### config.mk
export PLATFORM = sky130hd
export DESIGN_NAME = fe_fetch_queue
export DESIGN_NICKNAME = d
export VERILOG_FILES = /design/src/rtl/fe_fetch_queue_pkg.sv /design/src/rtl/fe_instr_fifo.sv /design/src/rtl/fe_fetch_queue.sv
export SDC_FILE = /design/constraint.sdc
export NUM_CORES = 1
export LEC_CHECK = 0
export ABC_AREA = 0
export CORE_MARGIN = 10
export CORE_UTILIZATION = 45
export CTS_CLUSTER_DIAMETER = 150
export CTS_CLUSTER_SIZE = 10
export DETAILED_ROUTE_END_ITERATION = 12
export PLACE_DENSITY = 0.67
export SLEW_MARGIN = 15
export SYNTH_ARGS = -nofsm -noshare
export SYNTH_HDL_FRONTEND = slang
export SYNTH_SLANG_ARGS = --single-unit
export TNS_END_PERCENT = 10
### constraint.sdc
create_clock -name clk_i -period 2.9 [get_ports clk_i]
set_input_delay 0.435 -clock clk_i [delete_from_list [all_inputs] [get_ports clk_i]]
set_output_delay 0.435 -clock clk_i [all_outputs]
set_load 0.02 [all_outputs]
### src/rtl/fe_fetch_queue_pkg.sv
// Shared types and defaults for the front-end fetch queue.
//   FE_WORD_SIZE   : default width of PC, ROM address and instruction
//   FE_QUEUE_DEPTH : default number of queue entries
//   fe_entry_t     : one queued {pc, instr} pair at the default width
package Purple_Jade_pkg;

  localparam int FE_WORD_SIZE   = 16;
  localparam int FE_QUEUE_DEPTH = 4;

  typedef struct packed {
    logic [FE_WORD_SIZE-1:0] pc;
    logic [FE_WORD_SIZE-1:0] instr;
  } fe_entry_t;

endpackage

### src/rtl/fe_instr_fifo.sv
// Circular buffer holding fetched {pc, instr} entries.
//   clk_i, reset_n_i : clock, asynchronous active-low reset
//   flush_i          : empty the buffer (wins over enq_i/deq_i)
//   enq_i/enq_data_i : write one entry at the tail
//   deq_i            : retire the head entry (only asserted when non-empty)
//   head_data_o      : entry at the head
//   full_o, count_o  : occupancy
module fe_instr_fifo #(
  parameter int DEPTH_P  = 4,
  parameter int DATA_W_P = 32
) (
  input  logic                         clk_i,
  input  logic                         reset_n_i,
  input  logic                         flush_i,
  input  logic                         enq_i,
  input  logic [DATA_W_P-1:0]          enq_data_i,
  input  logic                         deq_i,
  output logic [DATA_W_P-1:0]          head_data_o,
  output logic                         full_o,
  output logic [$clog2(DEPTH_P+1)-1:0] count_o
);

  localparam int PTR_W = (DEPTH_P > 1) ? $clog2(DEPTH_P) : 1;
  localparam int CNT_W = $clog2(DEPTH_P+1);

  logic [DATA_W_P-1:0] mem [DEPTH_P];
  logic [PTR_W-1:0]    rd_ptr_q, rd_ptr_d;
  logic [PTR_W-1:0]    wr_ptr_q, wr_ptr_d;
  logic [CNT_W-1:0]    count_q, count_d;

  // Power-of-two depth lets the pointer wrap by overflow; a single entry
  // has no pointer bits to speak of, so it stays at zero.
  function automatic logic [PTR_W-1:0] ptr_inc(input logic [PTR_W-1:0] p);
    return (DEPTH_P == 1) ? '0 : p + PTR_W'(1);
  endfunction

  always_comb begin
    // NOTE: every variable gets a default first so no path leaves it
    // unassigned -- otherwise synthesis infers a latch.
    rd_ptr_d = rd_ptr_q;
    wr_ptr_d = wr_ptr_q;
    count_d  = count_q;
    if (flush_i) begin
      rd_ptr_d = '0;
      wr_ptr_d = '0;
      count_d  = '0;
    end else begin
      if (enq_i) wr_ptr_d = ptr_inc(wr_ptr_q);
      if (deq_i) rd_ptr_d = ptr_inc(rd_ptr_q);
      count_d = count_q + CNT_W'(enq_i) - CNT_W'(deq_i);
    end
  end

  // NOTE: state registers use non-blocking assignments so every flop
  // samples pre-edge values regardless of process ordering.
  always_ff @(posedge clk_i or negedge reset_n_i) begin
    if (!reset_n_i) begin
      rd_ptr_q <= '0;
      wr_ptr_q <= '0;
      count_q  <= '0;
    end else begin
      rd_ptr_q <= rd_ptr_d;
      wr_ptr_q <= wr_ptr_d;
      count_q  <= count_d;
    end
  end

  // NOTE: the storage array is deliberately not reset; count_q alone
  // decides which entries are meaningful, and a reset-free array maps to RAM.
  always_ff @(posedge clk_i) begin
    if (enq_i && !flush_i) mem[wr_ptr_q] <= enq_data_i;
  end

  assign head_data_o = mem[rd_ptr_q];
  assign full_o      = (count_q == CNT_W'(DEPTH_P));
  assign count_o     = count_q;

endmodule

### src/rtl/fe_fetch_queue.sv
// Fetch stage: owns the PC, reads the combinational instruction ROM and
// buffers {pc, instr} pairs so decode backpressure never stalls the PC
// combinationally. A redirect flushes the buffer and retargets fetch.
//   clk_i, reset_n_i             : clock, asynchronous active-low reset
//   redirect_v_i, redirect_pc_i  : flush and new fetch target
//   i_rom_r_addr_o, i_rom_data_i : ROM address (== PC) and same-cycle data
//   deq_ready_i                  : consumer takes the head entry
//   deq_v_o, deq_pc_o, deq_instr_o : head entry
//   count_o                      : occupied entries
module fe_fetch_queue
  import Purple_Jade_pkg::*;
#(
  parameter int                     WORD_SIZE_P = FE_WORD_SIZE,
  parameter int                     DEPTH_P     = FE_QUEUE_DEPTH,
  parameter logic [WORD_SIZE_P-1:0] RESET_PC_P  = '0
) (
  input  logic                         clk_i,
  input  logic                         reset_n_i,
  input  logic                         redirect_v_i,
  input  logic [WORD_SIZE_P-1:0]       redirect_pc_i,
  output logic [WORD_SIZE_P-1:0]       i_rom_r_addr_o,
  input  logic [WORD_SIZE_P-1:0]       i_rom_data_i,
  input  logic                         deq_ready_i,
  output logic                         deq_v_o,
  output logic [WORD_SIZE_P-1:0]       deq_pc_o,
  output logic [WORD_SIZE_P-1:0]       deq_instr_o,
  output logic [$clog2(DEPTH_P+1)-1:0] count_o
);

  logic [WORD_SIZE_P-1:0]   pc_q, pc_d;
  logic                     full;
  logic                     deq_fire;
  logic                     enq_fire;
  logic [2*WORD_SIZE_P-1:0] head_data;

  // A full queue still accepts a new entry when the head leaves in the
  // same cycle, which keeps throughput at one per cycle even at depth 1.
  assign deq_fire = deq_v_o & deq_ready_i;
  assign enq_fire = ~redirect_v_i & (~full | deq_fire);

  always_comb begin
    pc_d = pc_q;
    if (redirect_v_i)  pc_d = redirect_pc_i;
    else if (enq_fire) pc_d = pc_q + WORD_SIZE_P'(1);
  end

  always_ff @(posedge clk_i or negedge reset_n_i) begin
    if (!reset_n_i) pc_q <= RESET_PC_P;
    else            pc_q <= pc_d;
  end

  fe_instr_fifo #(
    .DEPTH_P  (DEPTH_P),
    .DATA_W_P (2*WORD_SIZE_P)
  ) u_fifo (
    .clk_i       (clk_i),
    .reset_n_i   (reset_n_i),
    .flush_i     (redirect_v_i),
    .enq_i       (enq_fire),
    .enq_data_i  ({pc_q, i_rom_data_i}),
    .deq_i       (deq_fire),
    .head_data_o (head_data),
    .full_o      (full),
    .count_o     (count_o)
  );

  assign i_rom_r_addr_o           = pc_q;
  assign deq_v_o                  = (count_o != '0);
  assign {deq_pc_o, deq_instr_o}  = head_data;

endmodule

After elaboration in Yosys (flattened, before gate mapping). Memories as Yosys holds them, arrays and structs flattened. Cells that the tools add are included.

Register bits: 23. Memories: 1. Bits of input ports: 36. RAM bits: 128. Output and inout bits: 52. Word-level logic and storage cells: 30.

Memory list: u_fifo.mem (words 4, width 32, rd ports 1, clocked after memory_dff 0, write ports 1, RTL line fe_instr_fifo.sv:26) `logic [DATA_W_P-1:0] mem [DEPTH_P];`.

Add/subtract/negate cells: 5. Bitwise logic cells: 5. Mux-type cells: 9. Eq/ne operators: 1. Reduce and logical (&&, ||, !) cells: 5.

Operator list (number): two-way mux 16 bit (2); adder 16 x 1 -> 16 bit (second input constant) (1); two-way mux 2 bit (4); adder 2 x 1 -> 2 bit (second input constant) (2); nonzero test 2 bit (2); adder 3 x 1 -> 3 bit (1); equality test 3 bit (second input constant) (1); two-way mux 3 bit (1); nonzero test 3 bit (1); subtractor 3 x 1 -> 3 bit (1); AND 1 bit (2); two-way mux 1 bit (2); inverter 1 bit (2); logical AND 1 bit (1); logical NOT 1 bit (1); bitwise OR 1 bit (1).

Depth between registers and ports, before layout.
Depth after elaboration: 7. Depth in mapped cells: 8. Gate-level depth less buffers: 8.

Modules after synthesis. From an unflattened synthesis, not the netlist that was laid out.

Cell total of the unflattened synthesis: 318. Area, all modules: 6072.1 um^2.

Modules (own cells, without submodules): fe_instr_fifo (sequential area each 4018.9 um^2, cells each 206, times used 1, area an instance 5099.9 um^2); fe_fetch_queue (sequential area each 400.4 um^2, cells each 112, times used 1, area an instance 972.2 um^2).

Worst setup path before layout. Ideal clock, no wire load.

Path kind: register to register. From: register u_fifo.count_q[1] (netlist: u_fifo.count_o[1]). To: memory u_fifo.mem[0][0] (enable). Path buffers: 1. Clock period less this slack: 2.278 ns. Arrival time: 1.886 ns. Required time: 2.508 ns. Stages on the path, launching flop included: 5. Slack: 0.622 ns. Library setup time: 0.392 ns. Cell sequence: dfrtp_1 -> nor4b_4 -> buf_4 -> nor2_1 -> and2_1.

Cells in the longest elaborated chain, start to end: 7. Elaborated cells between the ends (all ways): 9. Classes of those cells: 1 x eq/ne; 2 x mux; 4 x bitwise; 2 x reduce/logical.

Ends and longest elaborated chain: start, declared (RTL line fe_instr_fifo.sv:29) `logic [CNT_W-1:0] count_q, count_d;`; start signal, assigned (RTL line fe_instr_fifo.sv:64) `count_q <= count_d;`; nonzero test 3 bit / equality test 3 bit (equally long branches) (RTL line fe_fetch_queue.sv:68, fe_instr_fifo.sv:75); AND 1 bit / inverter 1 bit (equally long branches) (RTL line fe_fetch_queue.sv:38, fe_fetch_queue.sv:39); bitwise OR 1 bit * (RTL line fe_fetch_queue.sv:39) `assign enq_fire = ~redirect_v_i & (~full | deq_fire);`; AND 1 bit * (RTL line fe_fetch_queue.sv:39); logical AND 1 bit * (RTL line fe_instr_fifo.sv:71) `if (enq_i && !flush_i) mem[wr_ptr_q] <= enq_data_i;`; two-way mux 1 bit * (RTL line fe_instr_fifo.sv:71); two-way mux 1 bit (implied by the code) * (RTL line fe_instr_fifo.sv:71); end, declared (RTL line fe_instr_fifo.sv:26).

Every way passes the cells marked *; elsewhere a longest branch is shown, timed or not.

Final worst setup path.
From: register u_fifo.rd_ptr_q[0]. To: output deq_pc_o[9].

Cells in the longest elaborated chain, start to end: 1.

Ends and longest elaborated chain: start, declared (RTL line fe_instr_fifo.sv:27) `logic [PTR_W-1:0] rd_ptr_q, rd_ptr_d;`; start signal, assigned (RTL line fe_instr_fifo.sv:62) `rd_ptr_q <= rd_ptr_d;`; memory (4 x 32 bit); end, declared (RTL line fe_fetch_queue.sv:25) `output logic [WORD_SIZE_P-1:0] deq_pc_o,`.

Every way passes these cells.

==> results.toml <==
[synth]
postSynthCellCount = 312
synth_seq_area_share_pct = 74.2
netlist_top_cells_area = "edfxtp_1, mux4_2, dfrtp_1"
synth_cell_type_count = 36
synth_edf_count = 128
ys_async_sr_fraction_pct = 15.2
ys_ff_latch = 151
synth_commonest_cells = "edfxtp_1, mux4_2, dfrtp_1, nand2_1, nor2_1"
synth_area_mm2 = 0.00595
syn_avg_cell_area_um2 = 19.1
yosys.area.top_type = "edfxtp_1"
yosysWarnings = 0
synth_top_area_share_pct = 64.6
yosysMostFrequentCell = "edfxtp_1"
synthFlopType = "edfxtp_1"
synth_nets = 356

[die]
fp.coreArea_mm2 = 0.0128
pin_count = 88
die_x_um = 135
num_rows = 41
initial_core_util_pct = 46.6
die_area_mm2 = 0.0182
dieHeight_um = 135

[clocking]
cts_buffers = 17
clock_latency_ps = 410
clkTransAtPathRegs_ps = 60
cts_root_buffer = "clkbuf_16"
cts_buffer_depth = 2
cts_tree = "yes"
cts_setup_buffers = 0
clkSinkCount = 151
postCtsHoldBufs = 0
cts_resized = 0
htree_levels = 4

[worst_setup_path]
reg2reg_depth = 8
end_kind = "output pin"
regToRegStartpoint = "u_fifo.count_o[1]"
crit_arrival_ps = 2160
cp-endpoint = "deq_pc_o[9]"
crit_type = "reg2out"
r2r_slack_ps = 810
cp_max_fo = 11
r2r_end = "u_fifo.count_o[2]"
startpoint_type = "flop"
cp.required_ps = 2470
crit_start = "u_fifo.rd_ptr_q[0]"

[grt]
first_global_vias = 3440
grt_max_degree = 37
grt_pass1_wl_um = 18800
overflow = 0
antenna_found_initial = 0
gr-usage-all-layers_pct = 13.7

[power_and_ir_drop]
power_density_mw_per_mm2 = 905
vdd_drop_max_mv = 0.460
totalPowerFinal_mw = 6.96
p_leak_nw = 2.60

[sta]
clock.fmax_mhz = 385
slew_headroom_pct = 42.2
finalHoldViolCount = 0
finalClockSkew_ps = 10.5
slew_violations = 0
rsz0062_at_grt = "no"
tns_ps = 0
min_period_ps = 2600
tightestPinTransition_ps = 867
final.setup.worst_slack_ps = 301
finalCritPeriodShare_pct = 89.6
setup_violations = 0

[placed_design]
gp_congestion = 0.731
dp_hpwl_um = 7570
io_buffers = 87
pre_cts_ws_ps = 374

[detailed_routing]
viasPerCell = 5.21
antenna_left = 0
wire_per_inst_um = 19.5
drt-pass1-iter-count = 4
drt_iter0_drc = 233
drcViolationCount = 0
vias = 3113
wl_um = 11700

[cells_and_area]
area_growth_syn_to_layout_pct = 29.2
drive_above_1_share_pct = 18.8
nFillCells = 944
multiInputGateArea_mm2 = 0.00145
n_antenna_cell = 0
register_area_mm2 = 0.00442
finalNetCount = 457

[hold_path]
worstHoldPathType = "in2async"

[status]
status = "complete, no violations"

[run]
cap_violations = 0
-- metal layers --
metal	vias to the layer above	track usage (%)	routed length, um
met1	1575	16.7	5070
met5	-	0	0
li1	1438	-	-
met3	15	5.71	786
met4	0	4.78	144
met2	85	21.5	5670
-- per-stage QoR --
step / hold slack (ps) / cells / instance area [um^2] / utilization [%]
after floorplan: 139 / 312 / 5950 / -
after global placement: 576 / 566 / 7070 / 55.4
after detailed placement: 600 / 566 / 7070 / 55.4
after CTS: 364 / 598 / 7690 / 60.2
after global routing: 387 / 598 / 7690 / 60.2
final: 352 / 598 / 7690 / 60.2
-- where the power goes --
group / leakage, nW / internal [mW] / total, mW / switching [mW]
combinational: 0.848 / 0.930 / 1.85 / 0.922
sequential: 1.45 / 2.70 / 2.87 / 0.172
clock: 0.306 / 1.46 / 2.24 / 0.775
total: 2.60 / 5.09 / 6.96 / 1.87
-- critical path, cell delays in order, from the launching register on --
cell,delay [ps]
dfrtp_2,380
buf_4,250
mux4_2,540
clkdlybuf4s50_1,580
-- sequential cells by signal, summed over array words and instances, names as in the netlist --
name and cells:
u_fifo.rd_ptr_q 2, i_rom_r_addr_o 16, u_fifo.mem 128, u_fifo.wr_ptr_q 2
u_fifo.count_o 3
-- logic make-up after synthesis --
family          after synthesis  synth area share [%]
flops                       151                  74.2
buf+inv                      22                  1.58
simple gates                 61                  5.51
fa+ha+maj                     8                  1.81
mux                          36                  12.8
xor+xnor                     14                  2.06
compound gates               20                  2.06
-- cell usage in the layout, fill, tap and decap left out, types with 9 or more instances in the layout --
| cell | n |
|---|---|
| nor2_1 | 14 |
| mux4_2 | 32 |
| clkbuf_16 | 17 |
| edfxtp_1 | 128 |
| o21ai_0 | 11 |
| inv_1 | 9 |
| dfrtp_1 | 21 |
| clkdlybuf4s50_1 | 87 |
| nand2_1 | 18 |
| xnor2_1 | 11 |
-- layout make-up --
type                       instances  area share, %
tap                              172           2.80
clock buffer                      24           6.52
inverter                           9          0.439
multi-input combinational        139           18.8
sequential                       151           57.5
clock inverter                     8           1.53
timing repair buffer              95           12.4
-- worst min path at each step --
stage | endpoint | slack (ps) | depth (start not counted)
final | i_rom_r_addr_o[3] | 350 | 1
after global routing | i_rom_r_addr_o[3] | 390 | 1
after CTS | i_rom_r_addr_o[3] | 360 | 1
after detailed placement | u_fifo.wr_ptr_q[1] | 600 | 2
after global placement | u_fifo.wr_ptr_q[1] | 580 | 2
after floorplan | i_rom_r_addr_o[0] | 140 | 0
Note: power is estimated with default switching activity, not from simulation.
